### src/rtl/key_scan_encoder.sv
// Debounced, priority-encoded keypad scanner with a one-entry event register.
// Define KEY_REPEAT_EN to add auto-repeat events while a key stays held.
module key_scan_encoder #(
    parameter int N_KEYS        = 10,
    parameter int DEB_CYCLES    = 4,
    parameter int REPEAT_CYCLES = 16,
    localparam int CODE_W       = $clog2(N_KEYS)
) (
    input  logic              clk,
    input  logic              rst,
    input  logic [N_KEYS-1:0] S_n,
    output logic              ev_valid,
    input  logic              ev_ready,
    output logic [CODE_W-1:0] ev_code,
    output logic              ev_repeat,
    output logic              GS,
    output logic [CODE_W-1:0] L,
    output logic              ovf
);

    localparam int DEB_W = (DEB_CYCLES > 1) ? $clog2(DEB_CYCLES) : 1;
    localparam logic [DEB_W-1:0] DEB_MAX = DEB_W'(DEB_CYCLES - 1);

    localparam logic [0:0] IDLE = 1'b0;
    localparam logic [0:0] HELD = 1'b1;

    // Out-of-range parameters stop elaboration rather than building odd hardware.
    if (N_KEYS < 2 || N_KEYS > 64 || DEB_CYCLES < 1 || REPEAT_CYCLES < 2) begin : g_param_check
        $error("key_scan_encoder: illegal parameter value");
    end

    logic [N_KEYS-1:0] sync1_q;
    logic [N_KEYS-1:0] sync2_q;
    logic [N_KEYS-1:0] pressed;

    always_ff @(posedge clk) begin
        if (rst) begin
            sync1_q <= '1;
            sync2_q <= '1;
        end else begin
            sync1_q <= S_n;
            sync2_q <= sync1_q;
        end
    end

    for (genvar gi = 0; gi < N_KEYS; gi++) begin : g_key
        assign pressed[gi] = ~sync2_q[gi];
    end

    // Ascending scan so the highest pressed index overwrites lower ones.
    logic [CODE_W-1:0] cand_code;
    always_comb begin
        cand_code = '0;
        for (int i = 0; i < N_KEYS; i++) begin
            if (pressed[i]) cand_code = CODE_W'(i);
        end
    end

    logic [CODE_W:0] cand;
    assign cand = {|pressed, cand_code};

    logic [CODE_W:0] cand_q, cand_d;
    logic [DEB_W-1:0] deb_cnt_q, deb_cnt_d;
    logic             deb_accept;

    always_comb begin
        cand_d    = cand_q;
        deb_cnt_d = deb_cnt_q;
        if (cand != cand_q) begin
            cand_d    = cand;
            deb_cnt_d = '0;
        end else if (deb_cnt_q != DEB_MAX) begin
            deb_cnt_d = deb_cnt_q + 1'b1;
        end
    end

    // Stays asserted once stable; the FSM only reacts when it differs from its state.
    assign deb_accept = (cand == cand_q) && (deb_cnt_q == DEB_MAX);

    always_ff @(posedge clk) begin
        if (rst) begin
            cand_q    <= '0;
            deb_cnt_q <= '0;
        end else begin
            cand_q    <= cand_d;
            deb_cnt_q <= deb_cnt_d;
        end
    end

    logic [0:0]        state_q, state_d;
    logic [CODE_W-1:0] held_q, held_d;
    logic              emit;
    logic [CODE_W-1:0] emit_code;
    logic              emit_rep;

`ifdef KEY_REPEAT_EN
    localparam int REP_W = $clog2(REPEAT_CYCLES);
    localparam logic [REP_W-1:0] REP_MAX = REP_W'(REPEAT_CYCLES - 1);
    logic [REP_W-1:0] rep_cnt_q, rep_cnt_d;
`endif

    always_comb begin
        state_d   = state_q;
        held_d    = held_q;
        emit      = 1'b0;
        emit_code = cand_q[CODE_W-1:0];
        emit_rep  = 1'b0;
`ifdef KEY_REPEAT_EN
        rep_cnt_d = rep_cnt_q;
`endif
        if (deb_accept && cand_q[CODE_W] &&
            (state_q == IDLE || held_q != cand_q[CODE_W-1:0])) begin
            emit    = 1'b1;
            state_d = HELD;
            held_d  = cand_q[CODE_W-1:0];
`ifdef KEY_REPEAT_EN
            rep_cnt_d = '0;
`endif
        end else if (deb_accept && !cand_q[CODE_W] && state_q == HELD) begin
            state_d = IDLE;
            held_d  = '0;
`ifdef KEY_REPEAT_EN
            rep_cnt_d = '0;
`endif
        end
`ifdef KEY_REPEAT_EN
        else if (state_q == HELD) begin
            if (rep_cnt_q == REP_MAX) begin
                emit      = 1'b1;
                emit_rep  = 1'b1;
                emit_code = held_q;
                rep_cnt_d = '0;
            end else begin
                rep_cnt_d = rep_cnt_q + 1'b1;
            end
        end
`endif
    end

    always_ff @(posedge clk) begin
        if (rst) begin
            state_q <= IDLE;
            held_q  <= '0;
        end else begin
            state_q <= state_d;
            held_q  <= held_d;
        end
    end

`ifdef KEY_REPEAT_EN
    always_ff @(posedge clk) begin
        if (rst) rep_cnt_q <= '0;
        else     rep_cnt_q <= rep_cnt_d;
    end
`endif

    logic              ev_valid_q, ev_valid_d;
    logic [CODE_W-1:0] ev_code_q, ev_code_d;
    logic              ev_rep_q, ev_rep_d;
    logic              ovf_q, ovf_d;

    // A handshake in the same cycle frees the slot, so the new event replaces it.
    always_comb begin
        ev_valid_d = ev_valid_q;
        ev_code_d  = ev_code_q;
        ev_rep_d   = ev_rep_q;
        ovf_d      = ovf_q;
        if (emit) begin
            if (!ev_valid_q || ev_ready) begin
                ev_valid_d = 1'b1;
                ev_code_d  = emit_code;
                ev_rep_d   = emit_rep;
            end else begin
                ovf_d = 1'b1;
            end
        end else if (ev_valid_q && ev_ready) begin
            ev_valid_d = 1'b0;
        end
    end

    always_ff @(posedge clk) begin
        if (rst) begin
            ev_valid_q <= 1'b0;
            ev_code_q  <= '0;
            ev_rep_q   <= 1'b0;
            ovf_q      <= 1'b0;
        end else begin
            ev_valid_q <= ev_valid_d;
            ev_code_q  <= ev_code_d;
            ev_rep_q   <= ev_rep_d;
            ovf_q      <= ovf_d;
        end
    end

    assign ev_valid  = ev_valid_q;
    assign ev_code   = ev_code_q;
    assign ev_repeat = ev_rep_q;
    assign ovf       = ovf_q;
    assign GS        = (state_q == HELD);
    assign L         = held_q;

endmodule

### config.mk
export PLATFORM = sky130hd
export DESIGN_NAME = key_scan_encoder
export DESIGN_NICKNAME = d
export VERILOG_FILES = /design/src/rtl/key_scan_encoder.sv
export SDC_FILE = /design/constraint.sdc
export NUM_CORES = 1
export LEC_CHECK = 0
export BUFFER_PORTS_ARGS = -buffer_cell sky130_fd_sc_hd__buf_2
export CORE_ASPECT_RATIO = 0.7
export CORE_MARGIN = 1
export CORE_UTILIZATION = 50
export DETAILED_ROUTE_END_ITERATION = 12
export PLACE_DENSITY = 0.77
export SLEW_MARGIN = 15
export SYNTH_ARGS = -nofsm -noshare
export SYNTH_HDL_FRONTEND = slang
export SYNTH_SLANG_ARGS = --single-unit
### constraint.sdc
create_clock -name clk -period 2.52 [get_ports clk]
set_input_delay 0.126 -clock clk [delete_from_list [all_inputs] [get_ports clk]]
set_output_delay 0.126 -clock clk [all_outputs]
set_load 0.05 [all_outputs]
# Word-level counts from Yosys, hierarchy flattened
# Index checks and enable logic that the tools add are counted.
[word_totals]
ff_bits = 38
input_bits = 13
out_inout_bits = 12
elab_cells = 62
[op_classes]
addsub = 1
n_eq_ne = 6
n_mux = 17
bitwise_logic = 12
n_reduce_logical = 17
[ops]
columns = ["cell", "count"]
rows = [
  ["4-bit 2-to-1 mux", 10],
  ["1-bit inverter", 12],
  ["10-bit OR reduction", 1],
  ["1-bit 2-to-1 mux", 7],
  ["1-bit logical AND", 6],
  ["2-bit AND reduction", 3],
  ["5-bit == test", 1],
  ["5-bit != test", 1],
  ["4-bit != test", 1],
  ["2-bit nonzero test", 2],
  ["2-bit by 1-bit adder with 2-bit output (second input constant)", 1],
  ["2-bit == test (second input constant)", 1],
  ["1-bit zero test", 2],
  ["1-bit logical OR", 2],
  ["2-bit by 1-bit != test with 1-bit output (second input constant)", 1],
  ["2-bit != test (second input constant)", 1],
  ["2-bit OR reduction", 1],
]

# Logic depth before layout (Yosys ltp)
[depth]
word_depth = 16
ltp_mapped = 7
depth_no_buf = 6

# Least setup slack after synthesis
# OpenSTA, ideal clock, no wires.
[synth_timing]
path_type = "register to register"
from = "register sync2_q[6]"
to = "register ev_code_q[0], in the netlist ev_code[0]"
setup_ps = 119
t_arrival_ps = 2143
required_ps = 2401
path_slack_ps = 258
stages_incl_launch_ff = 8
path_buffers = 1
period_less_slack_ps = 2262
path_cell_list = "dfxtp_1 nand4_2 or4_4 mux2i_2 o211ai_2 or4b_4 buf_6 mux2i_1"
[synth_via]
elab_chain_cells = 10
elab_cells_between_ends = 12
classes_between = "1 x eq/ne; 5 x mux; 1 x bitwise; 5 x reduce/logical"
[synth_lines]
columns = ["item", "line_no", "rtl"]
rows = [
  ["start: declaration", "33", "logic [N_KEYS-1:0] sync2_q;"],
  ["start signal: assignment", "42", "sync2_q <= sync1_q;"],
  ["4-bit 2-to-1 mux (4 in series)", "55", "if (pressed[i]) cand_code = CODE_W'(i);"],
  ["5-bit == test *", "78", "assign deb_accept = (cand == cand_q) && (deb_cnt_q == DEB_MAX);"],
  ["1-bit logical AND *", "78", ""],
  ["1-bit logical AND * (2 in series)", "111", "if (deb_accept && cand_q[CODE_W] &&"],
  ["1-bit 2-to-1 mux *", "111", ""],
  ["2-bit AND reduction (no line) *", "--", ""],
  ["end signal: assignment", "189", "ev_code_q <= ev_code_d;"],
  ["end: declaration", "158", "logic [CODE_W-1:0] ev_code_q, ev_code_d;"],
]
# Every way passes the cells marked *; elsewhere a longest branch is shown, timed or not.
# A chain may end at the register's enable or synchronous reset.

# Worst setup path in the final report
[layout_timing]
from = "register sync2_q[6]"
to = "register ev_code_q[1], in the netlist ev_code[1]"
# The elaborated chain is that of the path after synthesis.

==> out/qor.yml <==
clock_sinks: 38
slew_violations: 0
ys_seq_area_frac: 0.5273
finalSetupViolCount: 0
synth_edf_count: 0
p_total_mw: 1.112
yosysMostFrequentCell: "dfxtp_1"
crit_arrival_ps: 2550
ant_nets: 0
cts_buffers: 5
cts-root-buf: "clkbuf_8"
hold_viol: 0
p_seq_frac: 0.577
overflow: 0
cts_buffer_depth: 2
insertion_delay_ps: 280
avgSynthCellArea_sq_um: 10.23
cp-start-kind: "flip-flop"
cp_max_fo: 5
p_per_area_nw_per_um2: 672.4
fin_crit_sh: 0.9423
finalCriticalPeriod_ps: 2375
clkPwrFrac: 0.336
p_switching_uw: 254.9
die_h_um: 46.94
syn-num-nets: 155
synth.top_cell.area_share: 0.5273
grt_pass1_wl_um: 4284
row_count: 15
drv_cap: 0
setup_tns_ps: 0
hpwl_um: 1976
grt_max_degree: 32
synth_cells: 141
h-tree-depth: 2
viasPerCell: 5.229
worst_path_largest_cell_delay_ps: 600
grt_usage: 0.1952
cp.required_ps: 2700
drtIter0Drc: 45
initial_core_util: 0.5570
clkSlewWorstSetupHoldPaths_ps: 70
io_buffers: 23
netlist_area_sq_um: 1443
wirelength_um: 2617
grt_pass1_vias: 960
vias: 1051
yosys.area.top_type: "dfxtp_1"
die-area_sq_um: 3107
design.core.area_sq_um: 2590
fmax_mhz: 421.1
pwr-share-comb: 0.087
ys_warn_count: 0
die_x_um: 66.20
drt_pass1_iterations: 4
end_kind: "flip-flop"
io_pins: 25
crit_chain: "nand4_2 -> or4_4 -> mux2i_2 -> o211ai_2 -> or4b_4 -> mux2i_1"
outcome: "finished, final reports clean"
hold_class: "input port to flip-flop"
crit_type: "flip-flop to flip-flop"
synthToLayoutAreaGrowth_pct: 14.66
place.gp.congestion: 0.8559
fin_nets: 181
crit_family: "simple AND/OR/NAND/NOR gates"
clock_skew_ps: 8.407
synthTopCellsByCount: "dfxtp_1, or2_2, nand2_1"
cts_setup_buffers: 0
p_int_uw: 857.4
swShare: 0.2292
synth.distinct_cells: 39
drcViolationCount: 0
num_antenna_cells: 0
leakage_nw: 0.7542
irDropWorstVdd_v: 0.0004148
ys_ff_latch: 38
cts_tree: "done"
avgRoutedWirePerCell_um: 13.02
hold_buffers: 0
synth_area_leaders: "dfxtp_1, or2_2, nand2_1"
rsz0062_at_grt: "false"
cp_num_buf_inv: 0
ys.flop_type: "dfxtp_1"
async_flop_share: 0
drive_gt1_frac: 0.3533
ctsResizeCount: 0
cpMaxStageDelayCell: "or4b_4"
antenna_found_initial: 0
[layout by cell type, fill, tap and decap left out, drive strengths merged, types with 2 or more instances in the layout]
cell,Yosys,layout
nand4,2,2
nand3,3,3
nor3,2,2
mux2i,6,6
inv,4,4
and2,2,2
a21oi,5,5
nor3b,2,2
o31ai,2,2
nor2,2,2
a22o,4,4
or2,20,20
xnor2,3,3
dfxtp,38,38
o211a,2,2
o21ai,6,6
buf,2,24
xor2,3,3
clkbuf,3,7
nand2,16,16
[flip-flops by register name (all words and copies together) (netlist names)]
name / cells
GS: 1
ev_valid: 1
deb_cnt_q: 2
cand_q: 5
sync2_q: 10
ev_code: 4
L: 4
ovf: 1
sync1_q: 10
[kinds of logic after synthesis]
logic type | synth area share
xor gates and xnor gates | 0.03643
buffers and inverters | 0.03382
DFF | 0.5273
and+or+nand+nor | 0.2220
AOI/OAI and AO/OA | 0.1249
adders and majority gates | 0.008672
other | 0.002599
muxes | 0.04423
[stage by stage]
stage          worst slack [ps]  area (sq um)  std cells    util  hold WS [ps]
2_1_floorplan             257.9          1443        141       -         229.8
3_3_place_gp              270.2          1578        194  0.6092         308.3
3_5_place_dp              157.3          1578        194  0.6092         310.9
4_1_cts                   148.6          1654        201  0.6386         19.69
5_1_grt                   54.06          1654        201  0.6386         17.33
6_report                  145.3          1654        201  0.6386         24.15
[power groups by stage]
stage / registers (mW) / clock network, mW / logic [mW]
after detailed placement: 0.655 / 0 / 0.0954
final: 0.642 / 0.374 / 0.0962
after global placement: 0.653 / 0 / 0.0912
after CTS: 0.641 / 0.379 / 0.0959
after global routing: 0.645 / 0.401 / 0.107
after floorplan: 0.648 / 0 / 0.0750
[metal layers]
metal  track usage  share of wire  vias up
met5             0              0        -
met4       0.08936         0.0088        0
met3       0.06553          0.064        5
met2        0.3041           0.45       34
met1        0.2515           0.47      484
li1              -              -      528
[final timing paths]
check,from,endpoint,slack [ps],depth (start not counted)
max,sync2_q[6]$_SDFF_PP1_,ev_code[1]$_SDFFE_PP0P_,150,6
max reg2reg,sync2_q[6]$_SDFF_PP1_,ev_code[1]$_SDFFE_PP0P_,150,6
min reg2reg,sync1_q[4]$_SDFF_PP1_,sync2_q[4]$_SDFF_PP1_,410,1
min,S_n[5],sync1_q[5]$_SDFF_PP1_,20,2
[layout make-up]
cell class,count,area [sq um]
multi-input cells,93,633.1
flip-flops and latches,38,760.7
fillers,229,935.9
well taps,34,42.54
clock buffers,7,76.32
inverters,5,18.77
repair buffers,24,122.6
(Power assumes the default switching activity.)
